$ cat config.mk
export PLATFORM = sky130hd
export DESIGN_NAME = instruction_fetch_queue
export DESIGN_NICKNAME = d
export VERILOG_FILES = /design/src/rtl/instruction_fetch_queue.sv
export SDC_FILE = /design/constraint.sdc
export NUM_CORES = 1
export LEC_CHECK = 0
export ABC_AREA = 1
export BUFFER_PORTS_ARGS = -buffer_cell sky130_fd_sc_hd__buf_4
export CELL_PAD_IN_SITES_DETAIL_PLACEMENT = 2
export CELL_PAD_IN_SITES_GLOBAL_PLACEMENT = 2
export CORE_ASPECT_RATIO = 0.5
export CORE_UTILIZATION = 37
export CTS_CLUSTER_SIZE = 30
export DETAILED_ROUTE_END_ITERATION = 10
export GPL_TIMING_DRIVEN = 0
export PLACE_DENSITY = 0.9
export SLEW_MARGIN = 20
export SYNTH_ARGS = -nofsm -noshare
export SYNTH_HDL_FRONTEND = slang
export SYNTH_SLANG_ARGS = --single-unit
export TNS_END_PERCENT = 50
$ cat constraint.sdc
create_clock -name clock -period 4.94 [get_ports clock]
set_input_delay 0.247 -clock clock [delete_from_list [all_inputs] [get_ports clock]]
set_output_delay 0.247 -clock clock [all_outputs]
set_load 0.01 [all_outputs]
$ cat src/rtl/instruction_fetch_queue.sv
// -----------------------------------------------------------------------------
// instruction_fetch_queue
//
// Front end of the fetch stage. Issues sequential single-word fetches on the
// SRAM-like instruction port (one transaction in flight at most) and queues
// the returned {pc, instruction} pairs for decode. A redirect flushes the
// queue, restarts fetch at redirect_pc, and marks any fetch still in flight
// so that its returning word is thrown away.
//
// Ports
//   clock, reset_                 clock (rising edge), async active-low reset
//   redirect_valid/redirect_pc    one-cycle flush + new fetch PC
//   instruction_ram_*             SRAM-like request/response channel
//                                 (read-only: write/size/wdata/strobe tied)
//   decode_valid/pc/instruction   queue head; pc/instruction read 0 when empty
//   decode_allowin                decode consumes the head when valid
// -----------------------------------------------------------------------------
module instruction_fetch_queue #(
   parameter int          DEPTH    = 4,
   parameter logic [31:0] RESET_PC = 32'hbfc00000
) (
   input  logic        clock,
   input  logic        reset_,
   input  logic        redirect_valid,
   input  logic [31:0] redirect_pc,
   output logic        instruction_ram_request,
   output logic        instruction_ram_write,
   output logic [1:0]  instruction_ram_size,
   output logic [31:0] instruction_ram_address,
   output logic [31:0] instruction_ram_write_data,
   output logic [3:0]  instruction_ram_write_strobe,
   input  logic [31:0] instruction_ram_read_data,
   input  logic        instruction_ram_address_ready,
   input  logic        instruction_ram_data_ready,
   output logic        decode_valid,
   output logic [31:0] decode_pc,
   output logic [31:0] decode_instruction,
   input  logic        decode_allowin
);

   localparam int PTR_W = $clog2(DEPTH);
   localparam int CNT_W = PTR_W + 1;

   localparam logic [1:0] ST_IDLE      = 2'd0;
   localparam logic [1:0] ST_REQUEST   = 2'd1;
   localparam logic [1:0] ST_WAIT_DATA = 2'd2;

   logic [1:0]       state;
   logic [31:0]      fetch_pc;   // next PC to be requested
   logic [31:0]      req_pc;     // PC of the current/last issued fetch
   logic             discard;    // in-flight fetch belongs to a flushed stream

   logic [31:0]      fifo_pc  [DEPTH];
   logic [31:0]      fifo_ins [DEPTH];
   logic [PTR_W-1:0] rd_ptr;
   logic [PTR_W-1:0] wr_ptr;
   logic [CNT_W-1:0] count;

   logic accept;
   logic data_done;
   logic push;
   logic pop;
   logic space;

   assign accept    = (state == ST_REQUEST) && instruction_ram_address_ready;
   assign data_done = (state == ST_WAIT_DATA) && instruction_ram_data_ready;
   assign push      = data_done && !discard && !redirect_valid;
   assign pop       = decode_valid && decode_allowin;
   // Only IDLE launches a fetch and nothing is in flight there, so a free
   // slot in the registered count is enough to guarantee room for the word.
   assign space     = count < CNT_W'(DEPTH);

   // Fetch control
   always_ff @(posedge clock or negedge reset_) begin
      if (!reset_) begin
         state    <= ST_IDLE;
         fetch_pc <= RESET_PC;
         req_pc   <= RESET_PC;
         discard  <= 1'b0;
      end else begin
         case (state)
            ST_IDLE: begin
               if (space) begin
                  state  <= ST_REQUEST;
                  req_pc <= redirect_valid ? redirect_pc : fetch_pc;
               end
            end
            ST_REQUEST: begin
               // req_pc is frozen here: a redirect never alters a pending request
               if (accept) state <= ST_WAIT_DATA;
            end
            ST_WAIT_DATA: begin
               if (instruction_ram_data_ready) state <= ST_IDLE;
            end
            default: state <= ST_IDLE;
         endcase

         // A discarded fetch must not advance the PC; fetch_pc already
         // holds the redirect target in that case.
         if (redirect_valid)
            fetch_pc <= redirect_pc;
         else if (accept && !discard)
            fetch_pc <= fetch_pc + 32'd4;

         // A word returning in the redirect cycle is simply dropped, so the
         // flag is only needed when the fetch is still outstanding.
         if (redirect_valid &&
             ((state == ST_REQUEST) ||
              ((state == ST_WAIT_DATA) && !instruction_ram_data_ready)))
            discard <= 1'b1;
         else if (data_done)
            discard <= 1'b0;
      end
   end

   // Queue control
   always_ff @(posedge clock or negedge reset_) begin
      if (!reset_) begin
         rd_ptr <= '0;
         wr_ptr <= '0;
         count  <= '0;
      end else if (redirect_valid) begin
         rd_ptr <= '0;
         wr_ptr <= '0;
         count  <= '0;
      end else begin
         if (push) wr_ptr <= wr_ptr + PTR_W'(1);
         if (pop)  rd_ptr <= rd_ptr + PTR_W'(1);
         case ({push, pop})
            2'b10:   count <= count + CNT_W'(1);
            2'b01:   count <= count - CNT_W'(1);
            default: count <= count;
         endcase
      end
   end

   // Queue storage (data only, no reset needed)
   always_ff @(posedge clock) begin
      if (push) begin
         fifo_pc[wr_ptr]  <= req_pc;
         fifo_ins[wr_ptr] <= instruction_ram_read_data;
      end
   end

   assign decode_valid       = (count != '0);
   assign decode_pc          = decode_valid ? fifo_pc[rd_ptr]  : 32'd0;
   assign decode_instruction = decode_valid ? fifo_ins[rd_ptr] : 32'd0;

   assign instruction_ram_request      = (state == ST_REQUEST);
   assign instruction_ram_address      = req_pc;
   assign instruction_ram_write        = 1'b0;
   assign instruction_ram_size         = 2'b10;
   assign instruction_ram_write_data   = 32'd0;
   assign instruction_ram_write_strobe = 4'd0;

endmodule

==> key figures <==
CTS
  • Clock Sinks: 330
  • Postcts setup bufs: 0
  • Clock Path Buffers: 3
  • CTS Buf Count: 35
  • Root Buffer: clkbuf_16
  • TritonCTS clock tree: done
  • H-tree Lvls: 2
  • Post-cts resize count: 0
  • Reg clk slew, reported paths: 90 ps
  • Clk_lat worst skew: 550 ps

Global route
  • Initial antenna violation count: 2
  • Gr usage total: 38.85%
  • GRT overflow: 0
  • First-pass GRT wire length: 109500 um
  • Vias in the first global route: 14370
  • Largest net degree at the start of global routing: 75

Yosys
  • Synth area leaders: edfxtp_1 54%, dfrtp_1 9.8%, nor2_1 7.9%, o21ai_0 5.5%, nand2_1 3.8%
  • Syn_area_per_cell: 10.79 sq um
  • Syn Inst Count: 1329
  • Top cell type's share of synthesized area: 53.60%
  • Post-synth EDFFs: 256
  • Post-synth cell types: 45
  • Top_reg_cell synth: edfxtp_1
  • Post-synth ARST share: 22.42%
  • Top cells by count, synth: 300 x nor2_1, 256 x edfxtp_1, 158 x o21ai_0
  • Yosys top cell by area: edfxtp_1
  • Synthesized area: 0.01434 sq mm
  • Most frequent cell after synthesis: nor2_1
  • Seq/Total Area, Yosys: 66.67%
  • Seq cells post-synth: 330
  • YS warnings: 0

Floorplanning
  • Initial Utilization: 37.95%
  • Core area: 0.03779 sq mm
  • Die Height: 141.2 um
  • Die width: 280.4 um
  • I/O Pins: 207
  • DIE AREA: 0.03960 sq mm
  • Row cnt: 50

Place
  • Placed Instances: 2065
  • Pre-CTS WS: 2222 ps
  • Placer Congestion: 0.8357
  • Placed cell area: 0.01674 sq mm
  • PortBufs: 166
  • Dpl hpwl: 41200 um

Setup path
  • CP Data Arrival Time: 3060 ps
  • Worst setup startpoint: count[1]
  • Crit start category: flip-flop
  • Critical path required time: 4690 ps
  • Critical path class: flip-flop to output port
  • CP endpoint kind: output port
  • Worst-path fanout max: 10
  • Worst reg2reg path startpoint: state[0]

STA
  • Worst Max-Slew Pin Slew: 905.8 ps
  • Clock Skew: 40.87 ps
  • Hold Violations, Final: 0
  • RSZ-0062 raised after global routing: no
  • Endpoints failing setup: 0
  • Period utilization: 66.91%
  • Pins Over Slew Limit: 0
  • Min cycle time layout: 3305 ps
  • Max transition margin: 39.61%
  • Peak Freq: 0.3025 GHz
  • Final setup TNS: 0 ps
  • Final worst slack: 1635 ps

Drt
  • Post-Route WL: 76900 um
  • Average wire per standard cell: 35.62 um
  • DR pass1 iterations: 6
  • Vias: 13360
  • DRC: 0
  • Initial detailed-routing violation count: 1701
  • Final ANT Viol Nets: 0
  • Via-to-Cell Ratio: 6.190

Power
  • P_leak: 7.224 nW
  • Max IR drop VDD: 0.2500 mV
  • Power, Total: 0.01015 W
  • Pwr dens: 556.3 mW/mm^2

Finish
  • Layout cell share with drive strength beyond 1: 22.03%
  • Antenna cells: 0
  • Count of nets after finishing: 1693
  • Layout area overhead: 27.17%
  • Post-Layout Cell Count: 2159
  • Post-route cell area: 0.01824 sq mm

Flow run
  • Max_cap viols: 0

Worst hold path
  • Worst min-delay path category: input pin to flip-flop
  • Hold path startpoint: redirect_pc[10]

Status
  • Status: completed
logic make-up (layout without fill, tap and decap cells):
logic type                 count (synthesis)  after routing  share of synthesized area [%]
and+or+nand+nor                          520            520                          15.40
DFF                                      330            330                          66.67
AOI/OAI and AO/OA                        284            284                          10.32
buffers and inverters                    169            442                          5.863
xor gates and xnor gates                  16             16                         0.9772
adders and majority gates                  6              6                         0.5758
other                                      2             39                        0.05237
muxes                                      2              2                         0.1396
metal layers:
| layer | GRT usage [%] | wire length, um | up-vias |
|---|---|---|---|
| met3 | 7.723 | 6989 | 332 |
| met1 | 47.31 | 28230 | 6862 |
| met5 | 0 | 0 | - |
| met2 | 64.27 | 36410 | 1100 |
| li1 | - | - | 5070 |
| met4 | 23.44 | 5281 | 0 |
repair_timing:
| item | in CTS | in global routing |
|---|---|---|
| hold endpoints to repair | 185 | 0 |
| hold buffers | 34 | 0 |
| endpoints found under the setup margin | 0 | 0 |
worst paths after layout:
| path | to | slack (ps) | cells after the start |
|---|---|---|---|
| hold / removal | fetch_pc[10] | 20 | 3 |
| max in group asynchronous | instruction_ram_address[3] | 4050 | 3 |
| hold reg to reg | fetch_pc[29] | 480 | 2 |
| setup reg to reg | fifo_ins[2][9] | 1960 | 7 |
| min in group asynchronous | fetch_pc[30] | 220 | 2 |
| setup / recovery | decode_pc[20] | 1630 | 5 |
layout by cell type, fill, tap and decap left out, drive strengths merged, types with 34 or more instances in the layout:
cell / count
edfxtp: 256
nand2: 158
dlygate4sd3: 34
clkbuf: 74
inv: 58
a21oi: 88
conb: 39
nor2: 311
o21ai: 162
buf: 263
dfrtp: 56
state kept, by name, summed over array words and instances, names as in the netlist:
name                     count
fifo_ins                   128
fifo_pc                    128
fetch_pc                    32
instruction_ram_address     32
count                        3
rd_ptr                       2
state                        2
wr_ptr                       2
discard                      1
power breakdown:
group / total [W] / internal (W) / switching, W
combinational: 0.00331 / 0.00104 / 0.00226
clock: 0.00290 / 0.00157 / 0.00133
sequential: 0.00394 / 0.00339 / 0.000544
total: 0.0101 / 0.00601 / 0.00414
cell type report:
type / instances / area [sq um]
plain buffers: 111 / 623.1
clock buffers: 46 / 989.7
clock inverters: 13 / 137.6
fillers: 3827 / 19550
inverters: 58 / 217.7
multi-input cells: 867 / 4108
flip-flops and latches: 330 / 9562
well taps: 520 / 650.6
repair buffers: 214 / 1949
per-stage QoR:
step | util [%] | hold slack, ps
after CTS | 48.19 | 11.03
after floorplan | - | -48.59
after global placement | 43.34 | 446.2
after detailed placement | 44.31 | 456.3
after global routing | 48.26 | 13.07
final | 48.26 | 17.61
critical path, stage by stage (launching register included):
cell      delay [ps]
dfrtp_1          460
nor3_1           560
buf_2            400
clkbuf_1         620
a21oi_1          240
buf_4            220
(Power assumes the default switching activity.)
